**src/rtl/nto1_arb_pkg.sv**
```systemverilog
// nto1_arb_pkg: shared types and helpers for the round-robin arbiter stage
package nto1_arb_pkg;

    localparam int MAX_N = 64;

    typedef logic [MAX_N-1:0] req_t;

    function automatic int idx_w(input int n);
        return $clog2(n);
    endfunction

    // Lowest set bit at or above ptr; if none, lowest set bit overall (wrap).
    function automatic int unsigned rr_pick(input req_t req, input int unsigned ptr);
        req_t masked;
        req_t src;
        logic found;
        masked = req & ~((req_t'(1) << ptr) - req_t'(1));
        src    = (|masked) ? masked : req;
        found  = 1'b0;
        rr_pick = 0;
        for (int unsigned i = 0; i < MAX_N; i++) begin
            if (!found && src[i]) begin
                rr_pick = i;
                found   = 1'b1;
            end
        end
    endfunction

endpackage

```
**src/rtl/rr_grant_gen.sv**
```systemverilog
// rr_grant_gen: combinational find-first-from-pointer grant index
module rr_grant_gen
    import nto1_arb_pkg::*;
#(
    parameter  int N = 16,
    localparam int W = idx_w(N)
) (
    input  logic [N-1:0] req,
    input  logic [W-1:0] ptr,
    output logic [W-1:0] gnt_idx,
    output logic         gnt_any
);

    // Grant is the first requester found scanning upward from ptr with wrap
    always_comb begin
        gnt_any = |req;
        gnt_idx = W'(rr_pick(req_t'(req), 32'(ptr)));
    end

endmodule

```
**src/rtl/nto1_rr_arb_stage.sv**
```systemverilog
// nto1_rr_arb_stage: registered N-to-1 round-robin arbiter with one-entry output register
module nto1_rr_arb_stage
    import nto1_arb_pkg::*;
#(
    parameter  int N = 16,
    parameter  int M = 32,
    localparam int W = idx_w(N)
) (
    input  logic           clk,
    input  logic           rst_n,
    input  logic [N*M-1:0] in_data,
    input  logic [N-1:0]   in_valid,
    output logic [N-1:0]   in_ready,
    output logic [M-1:0]   out_data,
    output logic [W-1:0]   out_sel,
    output logic           out_valid,
    input  logic           out_ready
);

    logic [W-1:0] ptr;
    logic [W-1:0] gnt_idx;
    logic         gnt_any;
    logic         load;
    logic         accept;

    rr_grant_gen #(.N(N)) u_grant (
        .req     (in_valid),
        .ptr     (ptr),
        .gnt_idx (gnt_idx),
        .gnt_any (gnt_any)
    );

    // Output register can take a new word when empty or being drained
    always_comb begin
        load     = !out_valid || out_ready;
        accept   = load && gnt_any;
        in_ready = accept ? N'(1) << gnt_idx : '0;
    end

    // Capture the winner and advance the pointer past it; stall holds everything
    always_ff @(posedge clk or negedge rst_n) begin
        if (!rst_n) begin
            out_valid <= 1'b0;
            out_data  <= '0;
            out_sel   <= '0;
            ptr       <= '0;
        end else if (load) begin
            out_valid <= gnt_any;
            if (gnt_any) begin
                out_data <= in_data[gnt_idx*M +: M];
                out_sel  <= gnt_idx;
                ptr      <= (gnt_idx == W'(N - 1)) ? '0 : gnt_idx + 1'b1;
            end
        end
    end

endmodule

```
**config.mk**
```make
export PLATFORM = sky130hd
export DESIGN_NAME = nto1_rr_arb_stage
export DESIGN_NICKNAME = d
export VERILOG_FILES = /design/src/rtl/nto1_arb_pkg.sv /design/src/rtl/rr_grant_gen.sv /design/src/rtl/nto1_rr_arb_stage.sv
export SDC_FILE = /design/constraint.sdc
export NUM_CORES = 1
export LEC_CHECK = 0
export ABC_AREA = 1
export CAP_MARGIN = 20
export CELL_PAD_IN_SITES_DETAIL_PLACEMENT = 0
export CELL_PAD_IN_SITES_GLOBAL_PLACEMENT = 1
export CORE_AREA = 2 2 230 232
export DETAILED_ROUTE_END_ITERATION = 10
export DIE_AREA = 0 0 232 234
export GPL_ROUTABILITY_DRIVEN = 0
export GPL_TIMING_DRIVEN = 0
export PLACE_DENSITY_LB_ADDON = 0.1
export SYNTH_ARGS = -nofsm -noshare
export SYNTH_HDL_FRONTEND = slang
export SYNTH_HIERARCHICAL = 1
export SYNTH_SLANG_ARGS = --single-unit
```
**constraint.sdc**
```tcl
create_clock -name clk -period 12 [get_ports clk]
set_input_delay 3.6 -clock clk [delete_from_list [all_inputs] [get_ports clk]]
set_output_delay 3.6 -clock clk [all_outputs]
set_load 0.005 [all_outputs]
```
After elaboration in Yosys (flattened, before gate mapping)
Cells that the tools add are included.

Bits of input ports: 531. Register bits: 41.

Reductions and logical operators: 132. Bitwise gates (word level): 2. Multiplexer cells: 129. Equality and inequality tests: 1. Shift-type cells: 3. Add/subtract/negate cells: 2.

Operators by type and width (number): 512-bit by 10-bit variable part select with 32-bit output (1); 4-bit 2-to-1 mux (57); 16-bit by 64-bit bitwise AND with 64-bit output (1); 1-bit logical AND (64); 1-bit zero test (64); 1-bit 2-to-1 mux (64); 64-bit 2-to-1 mux (1); 64-bit NOT (1); 64-bit OR reduction (1); 1-bit by 4-bit left shift with 64-bit output (first input constant) (1); 64-bit by 1-bit subtractor with 64-bit output (second input constant) (1); 16-bit 2-to-1 mux (1); 16-bit OR reduction (1); 1-bit by 4-bit left shift with 16-bit output (first input constant) (1); 3-bit 2-to-1 mux (4); 4-bit by 1-bit adder with 4-bit output (second input constant) (1); 4-bit == test (second input constant) (1); 2-bit 2-to-1 mux (2); 2-bit AND reduction (1); 1-bit logical OR (1).

Depth between registers and ports, before layout
Gate-level depths: netlist (run 1).

Word-level depth: 198. Depth in mapped cells: 35. Mapped depth without buffers: 30.

Hierarchy
Netlist (run 1), hierarchy kept.

By module, submodules not included: nto1_rr_arb_stage (times used 1, cells an instance 1286, sequential area each 1026.0 sq um, area an instance 6513.7 sq um); rr_grant_gen (times used 1, cells an instance 179, sequential area each 0.0 sq um, area an instance 918.4 sq um).

Least setup slack after synthesis (run 1)
OpenSTA, ideal clock, no wires.

Kind: input to output. From: in in_valid[1]. To: out in_ready[0]. Stages: 22. Data arrival time: 6.131 ns. Buffers on the path: 2. Slack: 2.269 ns. Data required time: 8.400 ns. Path through: nand2_1 > nand3_1 > nor2_1 > nand3_1 > nor2_1 > nand2_2 > nor2_4 > nand2_4 > o21ai_0 > inv_1 > nand4_1 > nor2_2 > nand4_2 > nor2_2 > o21ai_0 > nand2_1 > inv_1 > buf_2 > buf_1 > ha_1 > nand2_1 > nor2_1.

Cells in the longest elaborated chain, start to end: 195.

Ends and longest elaborated chain: start: declaration (line nto1_rr_arb_stage.sv:12) `input logic [N-1:0] in_valid,`; 16-bit by 64-bit bitwise AND with 64-bit output (line nto1_arb_pkg.sv:17) `masked = req & ~((req_t'(1) << ptr) - req_t'(1));`; 64-bit OR reduction (line nto1_arb_pkg.sv:18) `src = (|masked) ? masked : req;`; 64-bit 2-to-1 mux * (line nto1_arb_pkg.sv:18); 1-bit 2-to-1 mux (line nto1_arb_pkg.sv:22) `if (!found && src[i]) begin`; 1-bit zero test (line nto1_arb_pkg.sv:22); 1-bit logical AND (line nto1_arb_pkg.sv:22); 1-bit 2-to-1 mux (line nto1_arb_pkg.sv:22); 1-bit zero test (line nto1_arb_pkg.sv:22); [... 180 more ...]; 1-bit logical AND (line nto1_arb_pkg.sv:22); 1-bit 2-to-1 mux (line nto1_arb_pkg.sv:22); 1-bit zero test (line nto1_arb_pkg.sv:22); 1-bit logical AND (line nto1_arb_pkg.sv:22); 4-bit 2-to-1 mux * (line nto1_arb_pkg.sv:22); named net gnt_idx[1] (line nto1_rr_arb_stage.sv:21) `logic [W-1:0] gnt_idx;`; 1-bit by 4-bit left shift with 16-bit output * (line nto1_rr_arb_stage.sv:37) `in_ready = accept ? N'(1) << gnt_idx : '0;`; 16-bit 2-to-1 mux * (line nto1_rr_arb_stage.sv:37); end: declaration (line nto1_rr_arb_stage.sv:13) `output logic [N-1:0] in_ready,`.

The timed path passes the listed nets; every way through them passes the cells marked *.

Final worst setup path (run 1)
From: in in_valid[7]. To: out in_ready[4].

The elaborated chain is that of the path after synthesis.

==> metrics, run 1 <==
status finished clean; total number of vias 12192; Distinct cells, synth 38; share of the synthesized area in the top cell type 26.5%; Critical Path Source Type input port; worst vdd ir 0.140 mV; Max Clk Rate 86.4 MHz; count of input and output buffers 583; RSZ-0062 raised after global routing no; post-route setup slack 0.430 ns; Die ar. between 50000 and 60000 um2; first-pass GRT wire length 91300 um; dpl hpwl 56400 um; hold-fix buffers at CTS 0; power after layout 5260 uW; worst-margin pin slew 0.868 ns; final setup fails 0; count of warnings emitted by yosys 6; GR Util All Layers 23.4%; Crit Path Max Fanout 20; vias per cell 4.43; Period minus WS final roughly 12 ns; Pre-Repair DR Iteration Count 5; clk buf depth 2; # Post-CTS Setup Buffers 0; Synth area leaders nand2_1, nand3_1, dfrtp_1; grt ovf 0; Max Cap Viol 0; HP Class flop to flop; Syn Inst Count 1465; top cells by count, synth nand2_1, nand3_1, nor2_1; Layout area overhead 93.1%; Synth Flop Type dfrtp_1; average size of a mapped cell 5.07 um2; Post-Route WL about 66000 um; DR WL/cell 23.8 um; Post-synth ARST share 100%; Seq/Total Area, Yosys 13.8%; Req. time, crit path 8.40 ns; most common cell in the netlist nand2_1; Worst EP arrival ~8 ns; Leak 0.00610 uW; Synth area leader nand2_1; worst slack at placement approximately 0.11 ns; Clock Latency Late Sink 0.30 ns; Area after DPL 14100 um2; Reg clk slew, reported paths approximately 0.060 ns; DRT antenna net count 0; area of the mapped netlist 7430 um2; Synth Register Bits 41; final period utilization a little over nine tenths; chip height 234 um; CTS Root Cell clkbuf_16; I/O pin count 584; Die W 232 um; Crit Path Class input port to output port; Placed Cells 2737; Power Density 367 nW/um2; Rel. slew slack 42.1%; Num CTS Buffers 5; final instance area 14400 um2; number of global-route vias before repair 12566; Fin. Hold Viols 0; Placement Rows 84; share of cells above drive strength 1 4.72%; CTS tree yes; initial antenna violation count 23; EDFF count, synth 0; CTS Sinks roughly 40; htree depth 2; TNS Setup 0 ns; Final Non-Filler Cells 2753; Clock Skews 0.00276 ns; largest net degree at the start of global routing 23; CP endpoint kind output port; max-slew violations 0; Post-Syn Nets 2003; Core Region 52000 um2; final layout net count 2591; Initial Utilization 14.3%; # DRC 0; DRT iter0 DRCs just over 700
[registers in the layout, indices dropped and copies added (netlist names)]
name / flops
out_sel: 4
out_data: 32
ptr: 4
out_valid: 1
[critical path, cell delays in order]
cell and delay, ns:
clkdlybuf4s50_1 0.50, nand2_1 0.14, nand3_1 0.08, nor2_1 0.10
nand3_1 0.08, nor2_1 0.13, nand2_2 0.08, nor2_4 0.18
nand2_4 0.12, o21ai_0 0.34, inv_1 0.12, nand4_1 0.13
nor2_2 0.06, o21ai_0 0.09, and3_1 0.21, nand2_1 0.24
inv_1 0.19, buf_2 0.45, ha_1 0.36, nand2_1 0.11
nor2_1 0.13, clkdlybuf4s50_1 0.51
[metal layers]
metal / share of wire, % / global-route usage [%]
met1: 41 / 27.5
met2: 50 / 42.3
met3: 6.9 / 6.04
met4: 1.8 / 5.65
met5: 0.19 / 0
[through the flow]
| step | util [%] | hold WS (ns) |
|---|---|---|
| 2_1_floorplan | - | 0.454 |
| 3_3_place_gp | 27.2 | 0.465 |
| 3_5_place_dp | 27.2 | 0.469 |
| 4_1_cts | 27.6 | 0.487 |
| 5_1_grt | 27.6 | 0.504 |
| 6_report | 27.6 | 0.480 |
[worst paths after layout]
kind	cells after the start	end	slack [ns]	startpoint
max in group asynchronous	2	out_data[23]	8.12	rst_n
worst min register to register	2	out_data[29]	0.48	out_data[29]
worst min-delay path	2	out_data[29]	0.48	out_data[29]
min in group asynchronous	1	ptr[1]	3.32	rst_n
worst max register to register	28	out_data[29]	6.67	ptr[1]
worst max-delay path	22	in_ready[4]	0.43	in_valid[7]
[area by class of cell]
class	instances	area, um2
plain buffers	110	556
well taps	688	861
inverters	48	189
flip-flops and latches	41	1030
clock inverters	3	65.1
multi-input cells	1263	5650
repair buffers	584	5850
clock buffers	5	125
fillers	6041	37700
diodes	11	27.5
[cells in the final DEF, fill, tap and decap left out, types with 2 or more instances in the layout]
cell / count
o21ai_1: 9
buf_2: 49
nor2_1: 231
o21ai_0: 122
nand2_1: 525
ha_1: 7
nor2_2: 5
nand4_1: 3
inv_1: 41
dfrtp_1: 41
nand3_1: 285
inv_2: 3
o211ai_1: 34
nand3_2: 3
nand2_4: 2
clkbuf_1: 40
nor2_8: 2
a21oi_1: 12
nor2_4: 3
o2111ai_1: 2
inv_4: 2
diode_2: 11
clkbuf_16: 5
nand3b_1: 2
buf_6: 6
buf_4: 7
bufinv_16: 2
buf_1: 8
nor4_1: 4
clkdlybuf4s50_1: 582
nand2_2: 3
[kinds of logic (layout without fill, tap and decap cells)]
group                    Yosys count  count (layout)  synth area share (%)
AO/OA/AOI/OAI                    185             185                  14.0
XOR/XNOR                           1               1                 0.118
adder cells (fa/ha/maj)            7               7                  1.18
buffers and inverters            161             750                  10.1
flip-flops                        41              41                  13.8
other                              0              11                     0
AND/OR/NAND/NOR                 1070            1070                  60.8
[what timing repair did]
action,CTS,global route
hold endpoints to repair,0,0
resized for setup,0,1
endpoints found under the setup margin,0,14
[report_power, final]
| part | switching, uW | leakage (uW) | total (uW) | internal [uW] |
|---|---|---|---|---|
| Clock | 63.4 | 0.0000939 | 182 | 119 |
| Combinational | 3320 | 0.00550 | 4810 | 1490 |
| Sequential | 48.3 | 0.000498 | 265 | 216 |
| Total | 3430 | 0.00610 | 5260 | 1830 |
No activity file was read; power rests on OpenSTA's default activity.
==> run 2, diff against run 1 <==
--- a/config.mk
+++ b/config.mk
@@ -15,6 +15,7 @@
 export GPL_ROUTABILITY_DRIVEN = 0
 export GPL_TIMING_DRIVEN = 0
 export PLACE_DENSITY_LB_ADDON = 0.1
+export SLEW_MARGIN = 20
 export SYNTH_ARGS = -nofsm -noshare
 export SYNTH_HDL_FRONTEND = slang
 export SYNTH_HIERARCHICAL = 1
==> run 2 against run 1 <==
  * Global-route usage barely moved
  * Combinational power is essentially flat
  * Register-to-register slack about the same
  * Largest cell class unchanged
  * Wire length decreased by 0.18%
  * Critical path depth rose by 5
  * Final cell count hardly changed
  * Setup slack improved by 0.034 ns
  * Sequential cell count is the same
  * Clock skew up 0.0037 ns
  * Worst hold slack improved by 0.0020 ns
  * First-iteration DRC count grew 5.0%
  * Sequential power hardly changed
==> metrics, run 2 (synthesis results as in run 1) <==
status finished clean; Critical Path Source Type input port; DR WL/cell 23.8 um (-0.15%); total number of vias 12095 (-0.80%); most frequent cells in the layout clkdlybuf4s50_1, nand2_1, nand3_1; chip height 234 um (unchanged); Req. time, crit path 8.40 ns (about the same); worst vdd ir 0.110 mV (-21%); Power Density 366 nW/um2 (about the same); top sig layer met5; first-pass GRT wire length 90800 um (-0.50%); Die W 232 um (unchanged); filler cell count in the final layout 6034 (-0.12%); Clock Latency Late Sink 0.29 ns (about the same); Worst EP arrival 7.94 ns (-0.03 ns); crit path capture in_ready[4]; TNS Setup 0 ns (unchanged); HP Class flop to flop; most common cell after layout, fill and taps aside clkdlybuf4s50_1; RSZ-0062 raised after global routing no; Max stage delay on crit path 0.55 ns (+0.04 ns); share of cells above drive strength 1 4.68% (-0.046 points); Buffers & Inverters on Critical Path 8 (+3); initial antenna violation count 24 (+4.3%); Initial Utilization 14.3% (unchanged); worst slack at placement 0.0864 ns (-0.0280 ns); vias per cell 4.39 (-0.76%); largest net degree at the start of global routing 42 (+83%); Clock Skews 0.00644 ns (+0.00368 ns); slowest stage cell, crit path clkdlybuf4s50_1; Post-Route WL 65400 um (-0.18%); biggest regs out_data: 32 flops, out_sel: 4 flops, ptr: 4 flops; Pre-Repair DR Iteration Count 5 (unchanged); power after layout 5250 uW (-0.14%); dpl hpwl 56200 um (-0.27%); max-slew violations 0 (unchanged); Period minus WS final 11.54 ns (-0.0337 ns); Met3 Wirelength 5200 um (+15%); CTS tree yes; final layout net count 2590 (-0.039%); Crit Path Max Fanout 20 (unchanged); Num CTS Buffers 5 (unchanged); Placement Rows 84 (unchanged); max reg flops 32 (unchanged); Die ar. 54300 um2 (unchanged); hold-fix buffers at CTS 0 (unchanged); post-route setup slack 0.463 ns (+0.0337 ns); # DRC 0 (unchanged); Hold Path Depth 2 (unchanged); routed length on met2 32200 um (-1.1%); Layout area overhead 93.0% (about the same); Leak 0.00609 uW (-0.10%); number of global-route vias before repair 12560 (-0.048%); I/O pin count 584 (unchanged); Reg-to-Reg End out_data[4]; Max Cap Viol 0 (unchanged); Multi-input gate area 5660 um2 (about the same); grt ovf 0 (unchanged); critical path depth 27 (+23%); Fin. Hold Viols 0 (unchanged); CTS Root Cell clkbuf_16; GR Util All Layers 23.4% (-0.025 points); Critical Path Start in_valid[15]; Reg clk slew, reported paths 0.06 ns (about the same); final setup fails 0 (unchanged); final period utilization 96.1% (-0.28 points); wl on met1 26400 um (-2.6%); clk buf depth 2 (unchanged); DRT antenna net count 0 (unchanged); RR Startpoint ptr[1]; register-to-register setup slack 6.66 ns (about the same); Max Clk Rate 86.7 MHz (+0.29%); Storage cell area 1030 um2 (unchanged); Core Region 52000 um2 (unchanged); DRT iter0 DRCs 739 (+5.0%); most prevalent standard cell on the critical path nor2_1; Reg2Reg Depth 30 (+7.1%); CP endpoint kind output port; count of input and output buffers 583 (unchanged); Most flops, register out_data; Crit Path Class input port to output port; Rel. slew slack 42.5% (+0.37 points); gate family responsible for the most delay along the worst path buffers and inverters; htree depth 2 (unchanged); worst-margin pin slew 0.862 ns (-0.00548 ns); CTS Sinks 41 (unchanged)
## run 2: area by class of cell
cell class	count	share of cell area [%]
inverter	48	1.32
tap	688	6.00
multi-input combinational	1263	39.4
antenna	11	0.192
clock inverter	3	0.454
buffer	110	3.89
timing repair buffer	583	40.7
sequential	41	7.15
clock buffer	5	0.872
## run 2: worst min path at each step
stage                   endpoint  slack, ns    startpoint
finish              out_data[29]       0.48  out_data[29]
global placement      out_sel[3]       0.47    out_sel[3]
detailed placement  out_data[22]       0.47  out_data[22]
CTS                 out_data[22]       0.49  out_data[22]
global route         out_data[7]       0.50   out_data[7]
floorplan                 ptr[2]       0.45        ptr[2]
## run 2: worst reg2reg max path: cells and delay by family (launching register included)
kind / cells / cell delay, ns
flip-flops: 1 / 0.49
AO/OA/AOI/OAI: 2 / 0.32
adder cells (fa/ha/maj): 1 / 0.33
AND/OR/NAND/NOR: 23 / 2.98
buffers and inverters: 4 / 1.12
## run 2: per-stage QoR
stage	utilization [%]	hold WS, ns	cell area [um2]	std cells
floorplan	-	0.454	7430	1465
global placement	27.2	0.465	14100	2736
detailed placement	27.2	0.469	14100	2736
CTS	27.5	0.488	14300	2744
global route	27.6	0.503	14300	2752
finish	27.6	0.482	14300	2752
## run 2: report_power, final
group | switching, uW | internal [uW] | leakage [uW]
logic | 3320 | 1490 | 0.00550
registers | 47.9 | 217 | 0.000498
clock network | 61.0 | 119 | 0.0000939
total | 3420 | 1830 | 0.00609
## run 2: layer usage
metal	vias to the layer above	global-route usage, %
met1	5534	27.2
met5	-	0
met2	468	41.7
li1	5991	-
met4	26	6.25
met3	76	6.70
## run 2: timing repair
| action | 4_1_cts | 5_1_grt |
|---|---|---|
| endpoints found under the setup margin | 0 | 15 |
| buffers inserted | 0 | 0 |
| resized for setup | 0 | 3 |
==> run 3, diff against run 2 <==
--- a/config.mk
+++ b/config.mk
@@ -9,14 +9,14 @@
 export CAP_MARGIN = 20
 export CELL_PAD_IN_SITES_DETAIL_PLACEMENT = 0
 export CELL_PAD_IN_SITES_GLOBAL_PLACEMENT = 1
-export CORE_AREA = 2 2 230 232
+export CORE_AREA = 2 2 229 231
 export DETAILED_ROUTE_END_ITERATION = 10
-export DIE_AREA = 0 0 232 234
+export DIE_AREA = 0 0 231 233
 export GPL_ROUTABILITY_DRIVEN = 0
 export GPL_TIMING_DRIVEN = 0
 export PLACE_DENSITY_LB_ADDON = 0.1
+export REMOVE_ABC_BUFFERS = 1
 export SLEW_MARGIN = 20
 export SYNTH_ARGS = -nofsm -noshare
 export SYNTH_HDL_FRONTEND = slang
-export SYNTH_HIERARCHICAL = 1
 export SYNTH_SLANG_ARGS = --single-unit
==> run 3 against run 2 <==
  * Sequential power hardly changed
  * Via count increased by 6.4%
  * Final cell count increased by 5.0%
  * Core utilization grew 2.9 points
  * Wire length fell by 9.0%
  * Non-clock buffer count down 70
  * Synthesized area up 11%
  * Critical path depth shrank 1
  * Worst hold slack gained 0.016 ns
  * Count of clock-buffer cells in the layout did not move
  * Maximum frequency is 0.81% lower
  * Clock skew increased by 0.0054 ns
==> metrics, run 3 <==
top cells by count, synth nand2_1, nand3_1, inv_1; Layout area overhead 89.0%; Initial Utilization 16.1% (+1.8 points); share of the synthesized area in the top cell type 36.2% (+9.7 points); Crit Path Max Fanout 45 (+130%); Distinct cells, synth 36 (-5.3%); CTS Sinks 41 (unchanged); Synth Flop Type dfrtp_1; Period minus WS final 11.63 ns (+0.0941 ns); average size of a mapped cell 4.86 um2 (-4.2%); GR Util All Layers 20.9% (-2.5 points); Syn Inst Count 1692 (+15%); area of the mapped netlist 8230 um2 (+11%); clock power share 3.7% (+0.3 points); HP Class flop to flop; Req. time, crit path 8.40 ns (about the same); Placed Cells 2856 (+4.4%); Worst EP arrival 8.03 ns (+0.09 ns); Post-synth ARST share 100% (unchanged); most common cell after layout, fill and taps aside nand2_1; RSZ-0062 raised after global routing no; final layout net count 2736 (+5.6%); share of cells above drive strength 1 4.05% (-0.63 points); Net Sw Power 3300 uW (-3.5%); Synth area leader nand2_1; Die W 231 um (-0.43%); max-slew violations 0 (unchanged); Synth area leaders nand2_1, nand3_1, dfrtp_1; first-pass GRT wire length 83800 um (-7.7%); Max Clk Rate 86.0 MHz (-0.81%); I/O pin count 584 (unchanged); final setup fails 0 (unchanged); Fin. Hold Viols 0 (unchanged); Core Util, Final 30.4% (+2.9 points); worst-margin pin slew 0.738 ns (-0.125 ns); Rel. slew slack 50.7% (+8.2 points); power after layout 5530 uW (+5.2%); DR WL/cell 20.6 um (-13%); dpl hpwl 42600 um (-24%); Max stage delay on crit path 0.54 ns (about the same); most frequent cells in the layout nand2_1, clkdlybuf4s50_1, nand3_1; most prevalent standard cell on the critical path nor2_1; Area after DPL 15100 um2 (+6.5%); clk buf depth 2 (unchanged); total number of vias 12866 (+6.4%); CTS Root Cell clkbuf_16; htree depth 2 (unchanged); Final Non-Filler Cells 2890 (+5.0%); Num CTS Buffers 5 (unchanged); # DRC 0 (unchanged); Net Sw Frac 59.8% (-5.4 points); sequential share of power 4.7% (-0.3 points); Critical Path Source Type input port; grt ovf 0 (unchanged); gate family responsible for the most delay along the worst path buffers and inverters; number of global-route vias before repair 13128 (+4.5%); largest net degree at the start of global routing 97 (+130%); biggest regs out_data: 32 flops, out_sel: 4 flops, ptr: 4 flops; filler cell count in the final layout 5834 (-3.3%); Placement Rows 83 (-1.2%); Leak 0.00726 uW (+19%); slowest stage cell, crit path clkdlybuf4s50_1; Int Power 2230 uW (+22%); Clock Skews 0.0118 ns (+0.00540 ns); count of input and output buffers 583 (unchanged); Crit Path Class input port to output port; Synth Register Bits 41 (unchanged); Buffers & Inverters on Critical Path 8 (unchanged); chip height 233 um (-0.43%); Power Density 356 nW/um2 (-2.9%); final period utilization 96.9% (+0.78 points); Core Region 51100 um2 (-1.8%); initial antenna violation count 21 (-13%); Die ar. 53800 um2 (-0.86%); Post-Route WL 59500 um (-9.0%); Gate power share 91.5% (about the same); Reg clk slew, reported paths 0.07 ns (about the same); count of warnings emitted by yosys 0 (-6); Seq/Total Area, Yosys 12.5% (-1.3 points); Pre-Repair DR Iteration Count 5 (unchanged); vias per cell 4.45 (+1.3%); DRT iter0 DRCs 720 (-2.6%); Most flops, register out_data; CTS tree yes; EDFF count, synth 0 (unchanged); max reg flops 32 (unchanged); final instance area 15500 um2 (+8.4%); most common cell in the netlist nand2_1; status finished clean; worst vdd ir 0.269 mV (+140%); Clock Latency Late Sink 0.33 ns (+0.04 ns); Max Cap Viol 0 (unchanged); CP endpoint kind output port; DRT antenna net count 0 (unchanged)
## run 3: worst reg2reg max path, delay by kind of cell (launching register included)
kind	cells	cell delay (ns)
buffers and inverters	7	1.50
AOI/OAI and AO/OA	1	0.28
and+or+nand+nor	22	2.71
adders and majority gates	1	0.25
DFF	1	0.49
## run 3: repair_timing
| action | CTS | global route |
|---|---|---|
| gates cloned | 5 | 6 |
| pin swaps | 3 | 2 |
| buffers inserted | 3 | 3 |
| hold buffers | 0 | 0 |
| setup endpoints to repair | 16 | 16 |
| gates resized for setup | 3 | 9 |
## run 3: metrics by stage
stage	TNS (ns)	hold WS (ns)	setup slack [ns]
2_1_floorplan	-53.08	0.476	-3.39
3_3_place_gp	-397.79	0.471	-10.31
3_5_place_dp	-9.44	0.480	-0.659
4_1_cts	0	0.502	0.0682
5_1_grt	0	0.530	0.00631
6_report	0	0.498	0.369
## run 3: layer usage
layer | share of wire, % | track usage [%]
met1 | 40 | 23.3
met2 | 50 | 38.0
met3 | 7.1 | 5.96
met4 | 2.0 | 6.96
met5 | 0.27 | 0
## run 3: worst paths after layout
kind	start	to	slack [ns]	depth (start not counted)
max	in_valid[0]	in_ready[7]	0.37	26
min	out_data[30]	out_data[30]	0.50	2
max reg2reg	ptr[3]	out_data[25]	6.68	31
min reg2reg	out_data[30]	out_data[30]	0.50	2
max in group asynchronous	rst_n	out_data[12]	8.34	2
min in group asynchronous	rst_n	out_sel[0]	3.16	1
## run 3: cell families after synthesis
logic type               after synthesis  share of synthesized area (%)
buffers and inverters                244                           12.8
AO/OA/AOI/OAI                         33                           2.46
AND/OR/NAND/NOR                     1367                           71.2
flip-flops                            41                           12.5
adder cells (fa/ha/maj)                7                           1.06
## run 3: layout make-up
cell class | instances | area, um2 | share of cell area [%]
multi-input cells | 1411 | 6280 | 40.4
clock buffers | 5 | 125 | 0.805
clock inverters | 3 | 68.8 | 0.443
diodes | 11 | 27.5 | 0.177
repair buffers | 623 | 6720 | 43.2
flip-flops and latches | 41 | 1030 | 6.60
well taps | 680 | 851 | 5.47
inverters | 116 | 453 | 2.91
## run 3: power groups by stage
stage	Combinational (uW)	Clock [uW]	Sequential, uW
floorplan	2890	0	264
global placement	4700	0	262
CTS	5070	215	263
detailed placement	4890	0	263
global route	5700	218	271
finish	5060	205	262
